**src/rtl/lsu_mem_port_ctrl.sv**
```systemverilog
// Load/store initiator for a dual-port word memory: splits each byte-addressed
// access into word n on port A and word n+1 on port B, then realigns load data.
module lsu_mem_port_ctrl #(
  parameter int MEM_WORDS = 512
) (
  input  logic        i_clk,
  input  logic        i_reset,
  input  logic        i_req_valid,
  output logic        o_req_ready,
  input  logic        i_req_we,
  input  logic [1:0]  i_req_size,
  input  logic        i_req_unsigned,
  input  logic [31:0] i_req_addr,
  input  logic [31:0] i_req_wdata,
  output logic        o_rsp_valid,
  input  logic        i_rsp_ready,
  output logic [31:0] o_rsp_rdata,
  output logic        o_rsp_err,
  output logic [15:0] o_mem_addr_a,
  output logic [15:0] o_mem_addr_b,
  output logic [31:0] o_mem_wdata_a,
  output logic [31:0] o_mem_wdata_b,
  output logic [3:0]  o_mem_bmask_a,
  output logic [3:0]  o_mem_bmask_b,
  output logic        o_mem_wren_a,
  output logic        o_mem_wren_b,
  input  logic [31:0] i_mem_rdata_a,
  input  logic [31:0] i_mem_rdata_b
);

  typedef enum logic [1:0] {IDLE, ACCESS, RESP} state_t;

  localparam logic [16:0] WORDS     = 17'(MEM_WORDS);
  localparam logic [16:0] LAST_WORD = 17'(MEM_WORDS - 1);

  state_t      state, state_nxt;
  logic        req_we;
  logic [1:0]  req_size;
  logic        req_unsigned;
  logic [31:0] req_addr;
  logic [31:0] req_wdata;
  logic [31:0] rsp_rdata;
  logic        rsp_err;

  logic [15:0] n;
  logic [1:0]  off;
  logic [7:0]  smask;
  logic [7:0]  mask8;
  logic        crossing;
  logic        err;
  logic [63:0] wide_wdata;
  logic [63:0] r64;
  logic [31:0] load_data;

  // NOTE: every variable assigned in an always_comb gets a default on entry,
  // so no path through the block can leave a value held (no latch inferred).
  always_comb begin
    n        = req_addr[17:2];
    off      = req_addr[1:0];
    case (req_size)
      2'd0:    smask = 8'h01;
      2'd1:    smask = 8'h03;
      2'd2:    smask = 8'h0F;
      default: smask = 8'h00;
    endcase
    mask8    = smask << off;
    crossing = |mask8[7:4];
    err      = (req_size == 2'd3) || (|req_addr[31:18]) ||
               ({1'b0, n} >= WORDS) || (crossing && ({1'b0, n} == LAST_WORD));
    wide_wdata = {32'h0, req_wdata} << {off, 3'b000};
    r64        = {i_mem_rdata_b, i_mem_rdata_a} >> {off, 3'b000};
    case (req_size)
      2'd0:    load_data = req_unsigned ? {24'h0, r64[7:0]}
                                        : {{24{r64[7]}}, r64[7:0]};
      2'd1:    load_data = req_unsigned ? {16'h0, r64[15:0]}
                                        : {{16{r64[15]}}, r64[15:0]};
      default: load_data = r64[31:0];
    endcase
    // Stores and rejected requests always answer with zero data.
    if (req_we || err) load_data = 32'h0;
  end

  // NOTE: sequential state uses non-blocking assignments only, and the
  // asynchronous reset is in the sensitivity list so it acts without a clock.
  always_ff @(posedge i_clk or posedge i_reset) begin
    if (i_reset) begin
      state        <= IDLE;
      req_we       <= 1'b0;
      req_size     <= 2'd0;
      req_unsigned <= 1'b0;
      req_addr     <= 32'h0;
      req_wdata    <= 32'h0;
      rsp_rdata    <= 32'h0;
      rsp_err      <= 1'b0;
    end else begin
      state <= state_nxt;
      if (state == IDLE && i_req_valid) begin
        req_we       <= i_req_we;
        req_size     <= i_req_size;
        req_unsigned <= i_req_unsigned;
        req_addr     <= i_req_addr;
        req_wdata    <= i_req_wdata;
      end
      if (state == ACCESS) begin
        rsp_rdata <= load_data;
        rsp_err   <= err;
      end
    end
  end

  // Memory ports are driven only while in ACCESS, so reset (which forces
  // IDLE asynchronously) drops the write enables immediately.
  always_comb begin
    state_nxt     = state;
    o_req_ready   = 1'b0;
    o_rsp_valid   = 1'b0;
    o_mem_addr_a  = 16'h0;
    o_mem_addr_b  = 16'h0;
    o_mem_wdata_a = 32'h0;
    o_mem_wdata_b = 32'h0;
    o_mem_bmask_a = 4'h0;
    o_mem_bmask_b = 4'h0;
    o_mem_wren_a  = 1'b0;
    o_mem_wren_b  = 1'b0;
    case (state)
      IDLE: begin
        o_req_ready = 1'b1;
        if (i_req_valid) state_nxt = ACCESS;
      end
      ACCESS: begin
        o_mem_addr_a  = n;
        o_mem_addr_b  = n + 16'd1;
        o_mem_wdata_a = wide_wdata[31:0];
        o_mem_wdata_b = wide_wdata[63:32];
        o_mem_bmask_a = mask8[3:0];
        o_mem_bmask_b = mask8[7:4];
        o_mem_wren_a  = req_we && !err && (mask8[3:0] != 4'h0);
        o_mem_wren_b  = req_we && !err && crossing;
        state_nxt     = RESP;
      end
      RESP: begin
        o_rsp_valid = 1'b1;
        if (i_rsp_ready) state_nxt = IDLE;
      end
      default: state_nxt = IDLE;
    endcase
  end

  assign o_rsp_rdata = rsp_rdata;
  assign o_rsp_err   = rsp_err;

endmodule

```
**config.mk**
```make
export PLATFORM = sky130hd
export DESIGN_NAME = lsu_mem_port_ctrl
export DESIGN_NICKNAME = d
export VERILOG_FILES = /design/src/rtl/lsu_mem_port_ctrl.sv
export SDC_FILE = /design/constraint.sdc
export NUM_CORES = 1
export LEC_CHECK = 0
export CORE_MARGIN = 3
export CORE_UTILIZATION = 39
export CTS_BUF_LIST = sky130_fd_sc_hd__clkbuf_4 sky130_fd_sc_hd__clkbuf_8
export DETAILED_ROUTE_END_ITERATION = 10
export PLACE_DENSITY_LB_ADDON = 0.15
export SKIP_CTS_REPAIR_TIMING = 1
export SYNTH_ARGS = -nofsm -noshare
export SYNTH_HDL_FRONTEND = slang
export SYNTH_SLANG_ARGS = --single-unit
```
**constraint.sdc**
```tcl
create_clock -name i_clk -period 4.26 [get_ports i_clk]
set_input_delay 0.852 -clock i_clk [delete_from_list [all_inputs] [get_ports i_clk]]
set_output_delay 0.852 -clock i_clk [all_outputs]
set_load 0.005 [all_outputs]
```
======== Yosys cells after proc, flatten, opt, wreduce, memory -nomap -nowiden ========
Index checks and enable logic that the tools add are counted.
word-level totals
  flip-flop bits (word level) ............. 103
  bits of input ports ..................... 136
  logic and storage cells ................. 55
operators by class
  $add $sub $neg .......................... 1
  order comparisons ....................... 1
  equal/unequal tests ..................... 8
  shift-type cells ........................ 3
  muxes and demuxes ....................... 18
  reductions and logical operators ........ 16
operators with widths
  kind                                                                     count
  32-bit 2-to-1 mux                                                        5
  32-bit case mux with 2 select lines                                      1
  32-bit by 5-bit << shifter with 64-bit output                            1
  64-bit by 5-bit >> shifter with 32-bit output                            1
  16-bit 2-to-1 mux                                                        2
  16-bit by 1-bit adder with 16-bit output, second input constant          1
  16-bit by 9-bit == test with 1-bit output, second input constant         1
  16-bit by 10-bit >= comparator with 1-bit output, second input constant  1
  14-bit OR reduction                                                      1
  4-bit case mux with 3 select lines                                       1
  4-bit 2-to-1 mux                                                         2
  8-bit by 2-bit << shifter with 8-bit output                              1
  2-bit == test, second input constant                                     3
  2-bit case mux with 3 select lines                                       1
  1-bit logical AND                                                        5
  2-bit by 1-bit == test with 1-bit output, second input constant          2
  2-bit logical NOT                                                        2
  1-bit logical OR                                                         4
  1-bit 2-to-1 mux                                                         4
  2-bit 2-to-1 mux                                                         2
  2-bit inequality test, second input constant                             2
  4-bit nonzero test                                                       1
  4-bit OR reduction                                                       1
  2-bit AND reduction                                                      1
  1-bit logical NOT                                                        1

======== Longest topological paths before layout ========
Gate-level depths: netlist of the first run.
  depth after elaboration ................. 10
  depth in mapped cells ................... 8
  gate-level depth less buffers ........... 7

======== Least setup slack after synthesis of the first run ========
Ideal clock, no wire load.
  path kind ............................... register -> output
  from .................................... register req_size[0]
  to ...................................... output port o_mem_wren_b
  arrival time ............................ 1.807 ns
  setup slack ............................. 1.601 ns
  cell stages (with the launch flop) ...... 8
  path buffers ............................ 0
  cell sequence ........................... dfrtp_1 -> inv_1 -> ha_1 -> and2_1 -> o21a_1 -> o21a_1 -> nor4_1 -> o21a_1
between the ends
  cells in the longest elaborated chain, start to end .. 10
  elaborated cells on any way between the ends .. 15
  those cells by class .................... eq/ne (3); shift (1); mux (2); reduce/logical (9)
RTL lines
  element                                      line  source
  start: declaration                           38    logic [1:0] req_size;
  start signal: assignment                     99    req_size <= i_req_size;
  2-bit == test (tied with other cells)        60    case (req_size)
  4-bit case mux with 3 select lines           60
  8-bit by 2-bit << shifter with 8-bit output  66    mask8 = smask << off;
  4-bit OR reduction                           67    crossing = |mask8[7:4];
  1-bit logical AND                            69    ({1'b0, n} >= WORDS) || (crossing && ({1'b0, n} == LAST_WORD));
  1-bit logical OR                             69
  1-bit logical NOT                            138   o_mem_wren_b = req_we && !err && crossing;
  1-bit logical AND                            138
  1-bit logical AND *                          138
  1-bit 2-to-1 mux *                           125   case (state)
  end: declaration                             26    output logic o_mem_wren_b,
Every way passes the cells marked *; elsewhere a longest branch is shown, timed or not.

======== Worst setup path after layout of the first run ========
  from .................................... register req_size[1]
  to ...................................... output port o_mem_wren_b
The elaborated chain is that of the path after synthesis.

==> results of run 1 <==
cell type report:
cell class              count  share of cell area
multi-input cells         457               0.383
repair buffers            266               0.285
flip-flops and latches    103               0.277
well taps                 216              0.0290
clock buffers               9              0.0133
clock inverters             7             0.00979
inverters                   8             0.00349
routing by layer:
metal / vias to the layer above / share of wire
met2: 227 / 0.49
met3: 27 / 0.087
met5: - / 0
li1: 2628 / -
met1: 2807 / 0.40
met4: 0 / 0.023
kinds of logic (layout without fill, tap and decap cells):
group / after synthesis / in the layout
muxes: 132 / 132
xor gates and xnor gates: 11 / 11
buffers and inverters: 64 / 290
and+or+nand+nor: 208 / 208
AOI/OAI and AO/OA: 90 / 90
DFF: 103 / 103
other: 1 / 9
adders and majority gates: 7 / 7
state kept, by name, indices dropped and copies added (netlist names):
signal and cells:
req_we 1, req_unsigned 1, req_addr 32, req_wdata 32, o_rsp_rdata 32, req_size 2, o_rsp_err 1, state 2
placed cells by master (no fill, tap or decap), types with 4 or more instances in the layout:
cell,n
nor2b_1,5
a21oi_1,22
mux2_2,71
o21ai_2,10
mux2i_1,33
a211oi_1,9
nand3_1,5
nor2_1,90
o31ai_1,8
nand2_1,40
nor4_1,5
a22o_1,7
ha_1,7
xor2_1,8
nand2b_1,6
o21a_1,4
buf_4,6
mux4_2,28
inv_1,7
and3_1,15
o21ai_0,17
conb_1,9
clkdlybuf4s50_1,259
a22oi_1,8
and2_1,26
dfrtp_1,101
clkbuf_8,9
final timing paths:
check / from / end / slack [ns] / cells past startpoint
max: req_size[1] / o_mem_wren_b / 0.56 / 8
min: o_rsp_rdata[16] / o_rsp_rdata[16] / 0.49 / 2
max reg2reg: req_addr[1] / o_rsp_rdata[26] / 1.26 / 6
min reg2reg: o_rsp_rdata[16] / o_rsp_rdata[16] / 0.49 / 2
max in group asynchronous: i_reset / req_we / 2.55 / 3
min in group asynchronous: i_reset / req_addr[31] / 0.92 / 2
power by group:
| part | internal (W) | switching (W) | total [W] |
|---|---|---|---|
| Clock | 0.000242 | 0.000420 | 0.000662 |
| Sequential | 0.00132 | 0.000454 | 0.00178 |
| Combinational | 0.00160 | 0.00135 | 0.00295 |
| Total | 0.00317 | 0.00222 | 0.00539 |
per-stage QoR:
step	cell area, µm²	hold slack, ns	power (W)
floorplan	6460	0.473	0.00366
global placement	9120	0.462	0.00469
detailed placement	9120	0.467	0.00476
CTS	9330	0.492	0.00545
global route	9330	0.513	0.00579
finish	9330	0.488	0.00539
worst min-delay path: cells and delay by family (launching register included):
kind / cells / cell delay [ns]
flops: 1 / 0.36
compound gates: 1 / 0.05
simple gates: 1 / 0.06
==> summary.txt, run 1 <==
Outcome
  • Outcome: completed

Yosys
  • Sequential area share after synthesis: 0.401
  • Post-Synth Adder-Cell Area: 0.0136
  • Synth warnings: 0
  • Top-count cell post-synth: dfrtp_1
  • Largest family of logic cells by synthesized area: multiplexers
  • Yosys top cell by area: dfrtp_1
  • Post-synthesis register bit count: between 100 and 150
  • Synth Area in Compound Gates: 0.0944
  • Xor-xnor portion of the synthesized cell area: 0.0150
  • Post-synth top cells: dfrtp_1 (103), nor2_1 (90), mux2_2 (71)
  • Main flop type after synthesis: dfrtp_1
  • Number of distinct library cells after synthesis: 43
  • Post-synthesis cell count: slightly above 600
  • Main area contributors after synthesis: dfrtp_1 (40%), mux2_2 (12%), mux4_2 (9.8%), nor2_1 (5.3%), mux2i_1 (5.1%)
  • Simple-gate portion of the synthesized area: 0.152
  • Post-synth top area share: 0.401
  • Synth async-reset ratio: 1.00
  • Mean Syn Cell Area: 10.4 µm²
  • Synth Cell Area: roughly 6400 µm²
  • Mux cell area share after synthesis: 0.274
  • Number of flops mapped to enable cells by yosys: 0

Floorplanning
  • Chip height: 134 µm
  • Die area: 18100 µm²
  • Die X: ~130 µm
  • # rows: 46
  • Initial Utilization: 0.402
  • Core Footprint: 16000 µm²
  • Top Ports: between 200 and 300

Place
  • HPWL Detailed: between 15000 and 20000 µm
  • Port Buffer Count: between 200 and 300
  • Dpl ws: a little over 0.9 ns
  • RePlAce Congestion: around 0.9
  • Placed Instances: 1050

Cells and area
  • Area delta synth->final: 45.1%
  • Post-Layout Cell Count: 1066
  • Antenna cells: 0
  • Area of the multi-input gates: between 3000 and 4000 µm²
  • Core Util, Final: 0.583
  • Fin nets: ~1000
  • Share of cells above drive strength 1: 0.164
  • Seq. cell area: 2580 µm²
  • Fillers: between 1000 and 1500

Global routing
  • Most Crowded Layer GR: met2
  • Largest net degree at the start of global routing: 75
  • GRT met2 Usage: 0.378
  • GR Layer Usage met3: 0.0615
  • Met1 global-route usage: 0.285
  • Vias in the first global route: between 5000 and 6000
  • Aggregate global routing overflow: 0
  • Total global routing track utilization: 0.226
  • Global-route wire length before repair: 32100 µm
  • Initial antenna violation count: 0

STA
  • TNS Setup: 0 ns
  • Crit share post-route: 0.869
  • Final Skew: approximately 0.024 ns
  • Final Hold Violating Endpoints: 0
  • Rel. slew slack: 0.280
  • Min cycle time layout: ~3.7 ns
  • RSZ-0062 raised after global routing: false
  • Endpoints failing setup: 0
  • Worst slew pin tran: between 1 and 1.5 ns
  • Max-slew violations: 0
  • F_max: 270 MHz
  • Setup ws final: 0.557 ns

Routing
  • Total iterations of the first detailed-routing run: 5
  • Vias: 5689
  • Vias/cell: roughly 5.3
  • Starting DRT DRC Count: ~340
  • Antenna viol nets, final: 0
  • DR WL/cell: roughly 19 µm
  • WL final: ~20000 µm
  • Post-route DRC violation count: 0

Clock tree
  • Root Buffer: clkbuf_8
  • Clk slew on worst S/H paths: about 0.12 ns
  • Depth of the CTS H-tree: 3
  • CTS sink count: a little over 100
  • Num CTS Buffers: 9
  • Worst-skew pair later-pin latency: ~0.40 ns
  • Max Buffers Root-to-Sink: 2
  • TritonCTS clock tree: yes

Worst setup path
  • Sum of buffers and inverters on the critical path: 2
  • Crit Path Max Fanout: 4
  • Worst endpoint required time: ~3.4 ns
  • Worst Setup End Kind: output pin
  • Worst-path cell chain: inv_1, ha_1, and2_1, o21a_1, o21a_1, nor4_1, o21a_1, clkdlybuf4s50_1
  • Crit path launch type: flip-flop
  • CP arrival: ~2.9 ns
  • Worst setup path class: flip-flop to output pin
  • Slowest stage cell, crit path: clkdlybuf4s50_1
  • CP delay by family, top: buffers and inverters
  • Slowest cell delay on critical path: approximately 0.54 ns
  • CP most frequent cell: o21a_1

Job
  • Max cap viols: 0

Pwr
  • Power Dens Cells: 578 nW/µm²
  • Maximum vdd drop: about 0.00024 V
  • Leak: between 3 and 4 nW

Hold path
  • Hold/Removal Path Class: flip-flop to flip-flop
Note: power is estimated with default switching activity, not from simulation.
==> run 2, diff against run 1 <==
- GPL_ROUTABILITY_DRIVEN: not set -> 0
- clock period: 4.26 -> 3.22 ns (I/O delays scaled with it)
==> summary.txt, run 2 (synthesized netlist as in run 1, its figures left out) <==
Routing
  • Vias/cell: 5.27
  • Total iterations of the first detailed-routing run: 4
  • Vias: between 5000 and 6000
  • Starting DRT DRC Count: 223
  • DR WL/cell: approximately 19 µm
  • Antenna viol nets, final: 0
  • Post-route DRC violation count: 0
  • WL final: about 20000 µm

Pwr
  • Power Dens Cells: approximately 770 nW/µm²
  • Leak: roughly 4 nW
  • Maximum vdd drop: ~0.00047 V
  • Overall power: roughly 0.0073 W

Worst setup path
  • Slowest cell delay on critical path: around 0.52 ns
  • Register-to-Register Path Depth: 7
  • CP arrival: 2.43 ns
  • Worst Setup End Kind: output pin
  • Worst endpoint required time: roughly 2.6 ns
  • Crit path launch type: flip-flop
  • Crit Path Max Fanout: 7
  • R2R Setup Slk: about 0.90 ns
  • Worst setup path class: flip-flop to output pin
  • Worst-path cell chain: and3_1, and2_4, nand3_2, or3_1, a21oi_1, clkdlybuf4s50_1
  • Slowest stage cell, crit path: clkdlybuf4s50_1

Cells and area
  • Antenna cells: 0
  • Area delta synth->final: 48.6%
  • Most common cell after layout, fill and taps aside: clkdlybuf4s50_1
  • Fillers: around 1400
  • Most frequent cells in the layout: clkdlybuf4s50_1 (257), dfrtp_1 (100), nor2_1 (89)
  • Fin nets: 1005
  • Share of cells above drive strength 1: 0.191
  • Post-Layout Cell Count: around 1100

Clock tree
  • CTS sink count: ~100
  • Worst-skew pair later-pin latency: 0.40 ns
  • Root Buffer: clkbuf_8
  • Num CTS Buffers: 9
  • Clk slew on worst S/H paths: 0.12 ns
  • TritonCTS clock tree: yes
  • Max Buffers Root-to-Sink: 2
  • Depth of the CTS H-tree: 3

Place
  • Port Buffer Count: about 260
  • Placed Instances: roughly 1100
  • HPWL Detailed: between 15000 and 20000 µm
  • Dpl ws: ~0.15 ns

Outcome
  • Outcome: completed

Floorplanning
  • Initial Utilization: 0.402
  • # rows: 46
  • Chip height: 134 µm
  • Core Footprint: between 15000 and 20000 µm²
  • Die X: about 130 µm
  • Die area: around 18000 µm²
  • Top Ports: between 200 and 300

STA
  • Endpoints failing setup: 0
  • Hold_ws: around 0.49 ns
  • F_max: ~330 MHz
  • Final Skew: about 0.015 ns
  • Final Hold Violating Endpoints: 0
  • Min cycle time layout: approximately 3.1 ns
  • Crit share post-route: 0.953
  • Max-slew violations: 0
  • Worst slew pin tran: around 0.58 ns
  • Setup ws final: between 0.15 and 0.2 ns
  • RSZ-0062 raised after global routing: false
  • Rel. slew slack: 0.613

Global routing
  • Aggregate global routing overflow: 0
  • Initial antenna violation count: 0
  • Largest net degree at the start of global routing: between 100 and 150
  • Vias in the first global route: 5831
  • Total global routing track utilization: 0.220
  • Global-route wire length before repair: ~31000 µm

Hold path
  • Worst Hold Depth: 2
  • Hold/Removal Path Class: flip-flop to flip-flop

Job
  • Max cap viols: 0
==> run 2: path summary, 6_finish.rpt <==
path | startpoint | endpoint
max reg2reg | req_addr[1] | o_rsp_rdata[31]
min | o_rsp_rdata[15] | o_rsp_rdata[15]
min in group asynchronous | i_reset | req_addr[7]
min reg2reg | o_rsp_rdata[15] | o_rsp_rdata[15]
max in group asynchronous | i_reset | req_addr[0]
max | req_addr[4] | o_mem_addr_b[15]
==> run 2: power by group <==
group | total (W) | internal (W) | switching (W) | leakage, nW
Sequential | 0.00228 | 0.00175 | 0.000527 | 1.28
Combinational | 0.00417 | 0.00225 | 0.00192 | 2.50
Clock | 0.000888 | 0.000328 | 0.000560 | 0.112
Total | 0.00733 | 0.00433 | 0.00300 | 3.89
==> run 2: layout make-up <==
type                    count  area, µm²  share of cell area
inverters                   8       33.8             0.00354
multi-input cells         457       3630               0.380
well taps                 216        270              0.0283
flip-flops and latches    103       2580               0.270
repair buffers            283       2810               0.294
clock inverters             7        104              0.0109
clock buffers               9        124              0.0130
==> run 2: metal layers <==
metal / vias up / share of wire / track usage
li1: 2662 / - / -
met1: 2817 / 0.40 / 0.265
met2: 204 / 0.50 / 0.379
met3: 24 / 0.079 / 0.0604
met4: 0 / 0.019 / 0.0769
met5: - / 0 / 0
==> run 2: stage by stage <==
| step | utilization | TNS (ns) | area [µm²] |
|---|---|---|---|
| after CTS | 0.589 | -0.943 | 9430 |
| after global placement | 0.575 | 0 | 9200 |
| after global routing | 0.597 | 0 | 9550 |
| after detailed placement | 0.575 | 0 | 9200 |
| after floorplan | - | 0 | 6460 |
| final | 0.597 | 0 | 9550 |
==> run 2: critical path, delay by kind of cell (launching register included) <==
kind | cells | cell delay [ns]
compound gates | 1 | 0.16
flops | 1 | 0.43
buf+inv | 1 | 0.52
simple gates | 4 | 0.91
